### src/rtl/dcache_port_arbiter.sv
// Single-port DCache array arbiter: refill bursts, loads and store drain, one registered access per cycle.
// Optional grant/stall performance counters are built when DCACHE_ARB_PERF_EN is defined.
module dcache_port_arbiter #(
  parameter int LINE_BEATS = 4,
  parameter int STARVE_MAX = 7
) (
  input  logic        clk,
  input  logic        resetn,
  input  logic        refill_req,
  input  logic [27:0] refill_addr,
  input  logic [31:0] refill_data,
  output logic        refill_ready,
  input  logic        ld_req,
  input  logic [31:0] ld_addr,
  output logic        ld_ready,
  input  logic        st_req,
  input  logic [31:0] st_addr,
  input  logic [31:0] st_data,
  input  logic [1:0]  st_size,
  output logic        st_ready,
  input  logic        wb_half,
  input  logic        flush,
  output logic        st_line_loaded,
  output logic        arr_en,
  output logic        arr_we,
  output logic [1:0]  arr_src,
  output logic [31:0] arr_addr,
  output logic [31:0] arr_wdata,
  output logic [3:0]  arr_wstrb
`ifdef DCACHE_ARB_PERF_EN
  ,
  output logic [31:0] perf_ld_cnt,
  output logic [31:0] perf_st_cnt,
  output logic [31:0] perf_stall_cnt
`endif
);
  localparam int BW = $clog2(LINE_BEATS);
  localparam int SW = $clog2(STARVE_MAX + 1);
  localparam logic [0:0] S_IDLE   = 1'b0;
  localparam logic [0:0] S_REFILL = 1'b1;

  typedef struct packed {
    logic        we;
    logic [1:0]  src;
    logic [31:0] addr;
    logic [31:0] wdata;
    logic [3:0]  wstrb;
  } arr_req_t;

  logic [0:0]    state;
  logic [BW-1:0] beat_cnt;
  logic [SW-1:0] starve_cnt;
  logic          st_forced, rf_gnt, ld_gnt, st_gnt, any_gnt;
  logic [3:0]    st_strb;
  arr_req_t      nxt, arr_q;

  assign st_forced = (starve_cnt == SW'(STARVE_MAX)) || wb_half;

  // Readies are gated by reset so every output reads 0 while resetn is low.
  always_comb begin
    refill_ready = 1'b0;
    ld_ready     = 1'b0;
    st_ready     = 1'b0;
    if (resetn) begin
      if (state == S_REFILL)       refill_ready = 1'b1;
      else if (refill_req)         refill_ready = 1'b1;
      else if (st_req && st_forced) st_ready    = 1'b1;
      else if (ld_req && !flush)   ld_ready     = 1'b1;
      else if (st_req)             st_ready     = 1'b1;
    end
  end

  assign rf_gnt  = refill_req & refill_ready;
  assign ld_gnt  = ld_req & ld_ready;
  assign st_gnt  = st_req & st_ready;
  assign any_gnt = rf_gnt | ld_gnt | st_gnt;
  assign st_line_loaded = ld_gnt & st_req & (ld_addr[31:4] == st_addr[31:4]);

  always_comb begin
    case (st_size)
      2'd0:    st_strb = 4'b0001 << st_addr[1:0];
      2'd1:    st_strb = st_addr[1] ? 4'b1100 : 4'b0011;
      default: st_strb = 4'b1111;
    endcase
  end

  always_comb begin
    nxt = '0;
    if (rf_gnt) begin
      nxt.we    = 1'b1;
      nxt.src   = 2'd2;
      nxt.addr  = {refill_addr, 4'b0000} + (32'(beat_cnt) << 2);
      nxt.wdata = refill_data;
      nxt.wstrb = 4'hF;
    end else if (st_gnt) begin
      nxt.we    = 1'b1;
      nxt.src   = 2'd1;
      nxt.addr  = st_addr;
      nxt.wdata = st_data;
      nxt.wstrb = st_strb;
    end else if (ld_gnt) begin
      nxt.addr  = ld_addr;
    end
  end

  always_ff @(posedge clk or negedge resetn) begin
    if (!resetn) begin
      state      <= S_IDLE;
      beat_cnt   <= '0;
      starve_cnt <= '0;
      arr_en     <= 1'b0;
      arr_q      <= '0;
    end else begin
      arr_en <= any_gnt;
      if (any_gnt) arr_q <= nxt;
      // beat_cnt is 0 in IDLE, so the same step covers the burst-opening beat.
      if (rf_gnt) begin
        if (beat_cnt == BW'(LINE_BEATS - 1)) begin
          beat_cnt <= '0;
          state    <= S_IDLE;
        end else begin
          beat_cnt <= beat_cnt + BW'(1);
          state    <= S_REFILL;
        end
      end
      if (!st_req || st_gnt)                   starve_cnt <= '0;
      else if (starve_cnt != SW'(STARVE_MAX))  starve_cnt <= starve_cnt + SW'(1);
    end
  end

  assign arr_we    = arr_q.we;
  assign arr_src   = arr_q.src;
  assign arr_addr  = arr_q.addr;
  assign arr_wdata = arr_q.wdata;
  assign arr_wstrb = arr_q.wstrb;

`ifdef DCACHE_ARB_PERF_EN
  always_ff @(posedge clk or negedge resetn) begin
    if (!resetn) begin
      perf_ld_cnt    <= '0;
      perf_st_cnt    <= '0;
      perf_stall_cnt <= '0;
    end else begin
      if (ld_gnt) perf_ld_cnt <= perf_ld_cnt + 32'd1;
      if (st_gnt) perf_st_cnt <= perf_st_cnt + 32'd1;
      if ((refill_req | ld_req | st_req) && !any_gnt) perf_stall_cnt <= perf_stall_cnt + 32'd1;
    end
  end
`endif
endmodule

### config.mk
export PLATFORM = sky130hd
export DESIGN_NAME = dcache_port_arbiter
export DESIGN_NICKNAME = d
export VERILOG_FILES = /design/src/rtl/dcache_port_arbiter.sv
export SDC_FILE = /design/constraint.sdc
export NUM_CORES = 1
export LEC_CHECK = 0
export ABC_AREA = 1
export BUFFER_PORTS_ARGS = -buffer_cell sky130_fd_sc_hd__buf_2
export CORE_AREA = 4 4 104 106
export CTS_CLUSTER_SIZE = 20
export DETAILED_ROUTE_END_ITERATION = 6
export DIE_AREA = 0 0 108 110
export GPL_TIMING_DRIVEN = 0
export PLACE_DENSITY = 0.89
export SYNTH_ARGS = -nofsm -noshare
export SYNTH_HDL_FRONTEND = slang
export SYNTH_SLANG_ARGS = --single-unit
### constraint.sdc
create_clock -name clk -period 2.3 [get_ports clk]
set_input_delay 0.23 -clock clk [delete_from_list [all_inputs] [get_ports clk]]
set_output_delay 0.23 -clock clk [all_outputs]
set_load 0.005 [all_outputs]
; ---- Word-level counts from Yosys, hierarchy flattened
; Index checks and enable logic that the tools add are counted.
[totals]
register_bits = 78
inputBits = 165
word_cells = 58
[classes]
n_reduce_logical = 8
n_addsub = 3
eq_ne = 5
n_mux = 25
n_bitwise = 7
shift = 1
[op_table]
columns = operator, count
row1 = two-way mux 71 bit, 1
row2 = two-way mux 32 bit, 2
row3 = two-way mux 36 bit, 1
row4 = adder 32 x 4 -> 32 bit, 1
row5 = == test 28 bit, 1
row6 = two-way mux 1 bit, 15
row7 = two-way mux 3 bit, 3
row8 = case mux 4 bit (2 select lines), 1
row9 = bitwise AND 1 bit, 5
row10 = two-way mux 4 bit, 1
row11 = "left shift 1 x 2 -> 4 bit, first input constant", 1
row12 = "adder 3 x 1 -> 3 bit, second input constant", 1
row13 = "== test 3 bit, second input constant", 1
row14 = "!= test 3 bit, second input constant", 1
row15 = "adder 2 x 1 -> 2 bit, second input constant", 1
row16 = "== test 2 x 1 -> 1 bit, second input constant", 1
row17 = "== test 2 bit, second input constant", 1
row18 = logical AND 1 bit, 2
row19 = zero test 1 bit, 2
row20 = zero test 2 bit, 1
row21 = logical OR 1 bit, 2
row22 = two-way mux 2 bit, 1
row23 = OR 1 bit, 2
row24 = nonzero test 2 bit, 1

; ---- Depth between registers and ports, before layout
[logic_depth]
word_depth = 11
mapped_depth = 11

; ---- Least setup slack after synthesis
; OpenSTA, ideal clock, no wires.
[synth_path]
kind = register -> register
from = reg starve_cnt[0]
to = reg arr_q (netlist bit arr_addr[10])
slack_ps = 603
required_ps = 2232
path_stages_with_launch = 11
arrival_time_ps = 1629
period_less_slack_ps = 1697
setup_ps = 68
path_cell_list = dfrtp_1 ha_1 ha_1 nor2_1 nand3_1 nand2_2 nand2_2 nor2_8 buf_6 nand2_2 nand3_1
[synth_between]
elab_chain_len = 11
word_cells_on_any_way = 18
[synth_lines]
columns = item, line
row1 = start: declaration, 52  ; logic [SW-1:0] starve_cnt;
row2 = start signal: assignment, 127  ; else if (starve_cnt != SW'(STARVE_MAX)) starve_cnt <= starve_cnt + SW'(1);
row3 = == test 3 bit *, 57  ; assign st_forced = (starve_cnt == SW'(STARVE_MAX)) || wb_half;
row4 = logical OR 1 bit *, 57
row5 = logical AND 1 bit *, 67  ; else if (st_req && st_forced) st_ready = 1'b1;
row6 = two-way mux 1 bit, 67
row7 = two-way mux 1 bit, 66  ; else if (refill_req) refill_ready = 1'b1;
row8 = two-way mux 1 bit, 65  ; if (state == S_REFILL) refill_ready = 1'b1;
row9 = two-way mux 1 bit, 64  ; if (resetn) begin
row10 = bitwise AND 1 bit, 74  ; assign ld_gnt = ld_req & ld_ready;
row11 = two-way mux 32 bit, 101  ; end else if (ld_gnt) begin
row12 = two-way mux 32 bit, 95  ; end else if (st_gnt) begin
row13 = two-way mux 71 bit, 89  ; if (rf_gnt) begin
row14 = end signal: assignment, 115  ; if (any_gnt) arr_q <= nxt;
row15 = end: declaration, 55  ; arr_req_t nxt, arr_q;
; Mark *: on every way between the ends. The rest lies on a longest branch, timed or not.
; A chain may end at the register's enable or synchronous reset.

; ---- Final worst setup path
[layout_path]
from = reg starve_cnt[0]
to = out st_line_loaded
[layout_between]
elab_chain_len = 10
[layout_lines]
columns = item, line
row1 = == test 3 bit, 57
row2 = logical OR 1 bit, 57
row3 = logical AND 1 bit, 67
row4 = two-way mux 1 bit, 67
row5 = two-way mux 1 bit, 66
row6 = two-way mux 1 bit, 65
row7 = two-way mux 1 bit, 64
row8 = bitwise AND 1 bit, 74
row9 = bitwise AND 1 bit (2 in series), 77  ; assign st_line_loaded = ld_gnt & st_req & (ld_addr[31:4] == st_addr[31:4]);
row10 = end: declaration, 23  ; output logic st_line_loaded,
; No other way between the ends.

==> flow_metrics.py <==
metrics = {
    "floorplan": {
        "die_area_um2": 11900,
        "rows": 36,
        "pin_count": 241,
        "die_h_um": 110,
        "core-area_um2": 9770,
        "initial_core_util_pct": 45.0,
        "die_width_um": 108,
    },
    "global_route": {
        "grt_max_degree": 59,
        "antenna_found_initial": 0,
        "grt_pass1_wl_um": 21100,
        "busiest_layer": "met2",
        "gr-usage-met1_pct": 27.7,
        "grt_pass1_vias": 4497,
        "met3_usage_pct": 5.24,
        "grt_use_total_pct": 22.6,
        "grt_use_met2_pct": 39.6,
        "grt_overflow": 0,
    },
    "clocking": {
        "htree_levels": 3,
        "cts_buffers": 9,
        "worstSkewPairLatency_ns": 0.34,
        "tritoncts": "built",
        "clock-sinks": 78,
        "cts.clk_slew.worst_paths_ns": 0.09,
        "cts_buffer_depth": 2,
        "root_buffer": "clkbuf_8",
    },
    "setup_path": {
        "endpoint_kind": "output pin",
        "rr_worst_depth": 10,
        "r2r_start": "starve_cnt[0]",
        "critical_path_class": "register to output pin",
        "path_cells": "ha_1 -> ha_2 -> o21ai_4 -> nand2_2 -> inv_6 -> nand3_1 -> nor2_1 -> buf_2",
        "cp.depth": 8,
        "cp.required_ns": 2.07,
        "critPathMaxStageDelay_ns": 0.40,
        "slowest_stage": "dfrtp_1",
        "critPathArrivalTime_ns": 1.94,
        "critical_path.max_fanout": 6,
        "reg2reg_to": "arr_addr[11]",
        "r2r_setup_slack_ns": 0.16,
        "crit_path_end": "st_line_loaded",
        "cp_top_family": "adder cells",
        "worst_setup_path_start_kind": "register",
        "crit_buf_inv": 2,
        "startpoint": "starve_cnt[0]",
    },
    "cells_and_area": {
        "layout_commonest_cell": "buf_2",
        "area_delta_synth_final_pct": 38.6,
        "final_cell_mix": "buf_2 (250), nand2_1 (215), inv_1 (86), dfrtp_1 (78), nand3_1 (64)",
        "num_antenna_cells": 0,
        "drive_above_1_share_pct": 35.8,
        "fin_nets": 1031,
    },
    "synthesis": {
        "synth_nets": 770,
        "yosysUniqueCellTypes": 23,
        "synth_seq_area_share_pct": 44.4,
        "syn_avg_cell_area_um2": 7.31,
        "synth_seq_cells": 78,
        "syn_inst": 602,
        "yosysWarnings": 0,
        "syn_area_um2": 4400,
    },
    "sta": {
        "setup_viol": 0,
        "max_freq_mhz": 462,
        "worstMarginPinSlew_ns": 0.960,
        "setup-tns-final_ns": 0,
        "period_needed_ns": 2.17,
        "timing.slew.headroom_pct": 35.8,
        "fin_worst_skew_ns": 0.0135,
        "rsz0062_at_grt": "false",
        "slew_violations": 0,
        "hold_viol_final": 0,
        "finalCritPeriodShare_pct": 94.2,
    },
    "route": {
        "vias": 4818,
        "vias_per_cell": 4.81,
        "drc": 0,
        "antenna_left": 0,
        "post_drt_wl_per_cell_um": 14.2,
        "first_pass_iters": 5,
        "drt_iter0_markers": 250,
        "wirelength_um": 14200,
    },
    "outcome": {
        "status": "completed",
    },
    "hold_path": {
        "whs_path_depth": 3,
        "hold_path.class": "input pin to register",
    },
    "placed_design": {
        "gp_congestion": 0.851,
        "hpwlAfterDp_um": 11100,
        "port_buffers": 240,
    },
    "power": {
        "irDropWorstVdd_mv": 0.434,
        "pwr_density_cell_nw_per_um2": 769,
        "total_power_mw": 4.69,
        "cellLeakagePower_nw": 3.55,
    },
    "job": {
        "maxCapViolCount": 0,
    },
}
report_power, final:
part | internal [mW] | switching, mW
clock network | 0.430 | 0.541
logic | 0.775 | 0.853
registers | 1.83 | 0.256
total | 3.04 | 1.65
worst register-to-register path: stages (launching register included):
cell and delay (ns):
dfrtp_1 0.40, ha_1 0.21, ha_2 0.22, nor2_1 0.12
nand3_1 0.12, nand2_4 0.14, buf_4 0.14, clkbuf_1 0.34
o21ai_0 0.18, inv_1 0.09, nand3_1 0.08
worst min-delay path by stage:
| stage | startpoint | end |
|---|---|---|
| final | st_data[1] | arr_wdata[1] |
| after global routing | st_data[29] | arr_wdata[29] |
| after CTS | st_data[29] | arr_wdata[29] |
| after detailed placement | resetn | arr_addr[8] |
| after global placement | st_data[1] | arr_wdata[1] |
| after floorplan | resetn | arr_addr[0] |
synthesized netlist by cell type, drive strengths merged:
master | count | share of area, %
nand2 | 229 | 20
inv | 89 | 7.7
dfrtp | 78 | 44
nand3 | 64 | 7.3
o21ai | 36 | 4.1
a22oi | 32 | 5.5
nor2 | 27 | 2.7
buf | 25 | 4.4
a21oi | 7 | 0.80
xnor2 | 6 | 1.2
ha | 3 | 0.85
clkbuf | 2 | 0.17
xor2 | 2 | 0.40
o211ai | 1 | 0.17
or2 | 1 | 0.14
metal layers:
layer / vias up / routed length (um)
met5: - / 0
met4: 0 / 295
met3: 26 / 1170
met2: 204 / 7090
met1: 2179 / 5670
li1: 2409 / -
through the flow:
step | cells | setup slack [ns] | hold slack [ns] | cell area [um2] | util (%)
after detailed placement | 976 | 0.213 | 0.148 | 5800 | 59.3
final | 1001 | 0.134 | 0.0951 | 6100 | 62.4
after global placement | 975 | -0.652 | 0.446 | 5770 | 59.0
after floorplan | 602 | 0.603 | -0.0656 | 4400 | -
after global routing | 1001 | 0.00234 | 0.0717 | 6100 | 62.4
after CTS | 995 | 0.00790 | 0.0790 | 6040 | 61.8
kinds of logic (layout without fill, tap and decap cells):
group	Yosys count	count (layout)	share of synthesized area, %
flops	78	78	44.4
simple gates	321	321	30.5
fa+ha+maj	3	3	0.853
buf+inv	116	382	12.2
compound gates	76	76	10.5
xor+xnor	8	8	1.59
repair_timing:
item,CTS,global route
gates resized for setup,2,4
hold buffers,3,0
pin swaps,1,1
endpoints found under the hold margin,20,0
buffers inserted,0,6
cloned,0,1
endpoints found under the setup margin,2,2
final cells by class:
cell class / count / area, um2
inverter: 89 / 343
buffer: 26 / 194
fill: 889 / 3680
tap: 133 / 166
sequential: 78 / 1950
timing repair inverter: 1 / 5.00
clock inverter: 6 / 46.3
multi-input combinational: 408 / 1930
timing repair buffer: 250 / 1320
clock buffer: 10 / 138
registers in the layout, indices dropped and copies added (netlist names):
| register | cells |
|---|---|
| state | 1 |
| arr_wdata | 32 |
| starve_cnt | 3 |
| arr_addr | 32 |
| arr_src | 2 |
| arr_we | 1 |
| arr_wstrb | 4 |
| arr_en | 1 |
| beat_cnt | 2 |
Power figures use the tool's default switching activity.
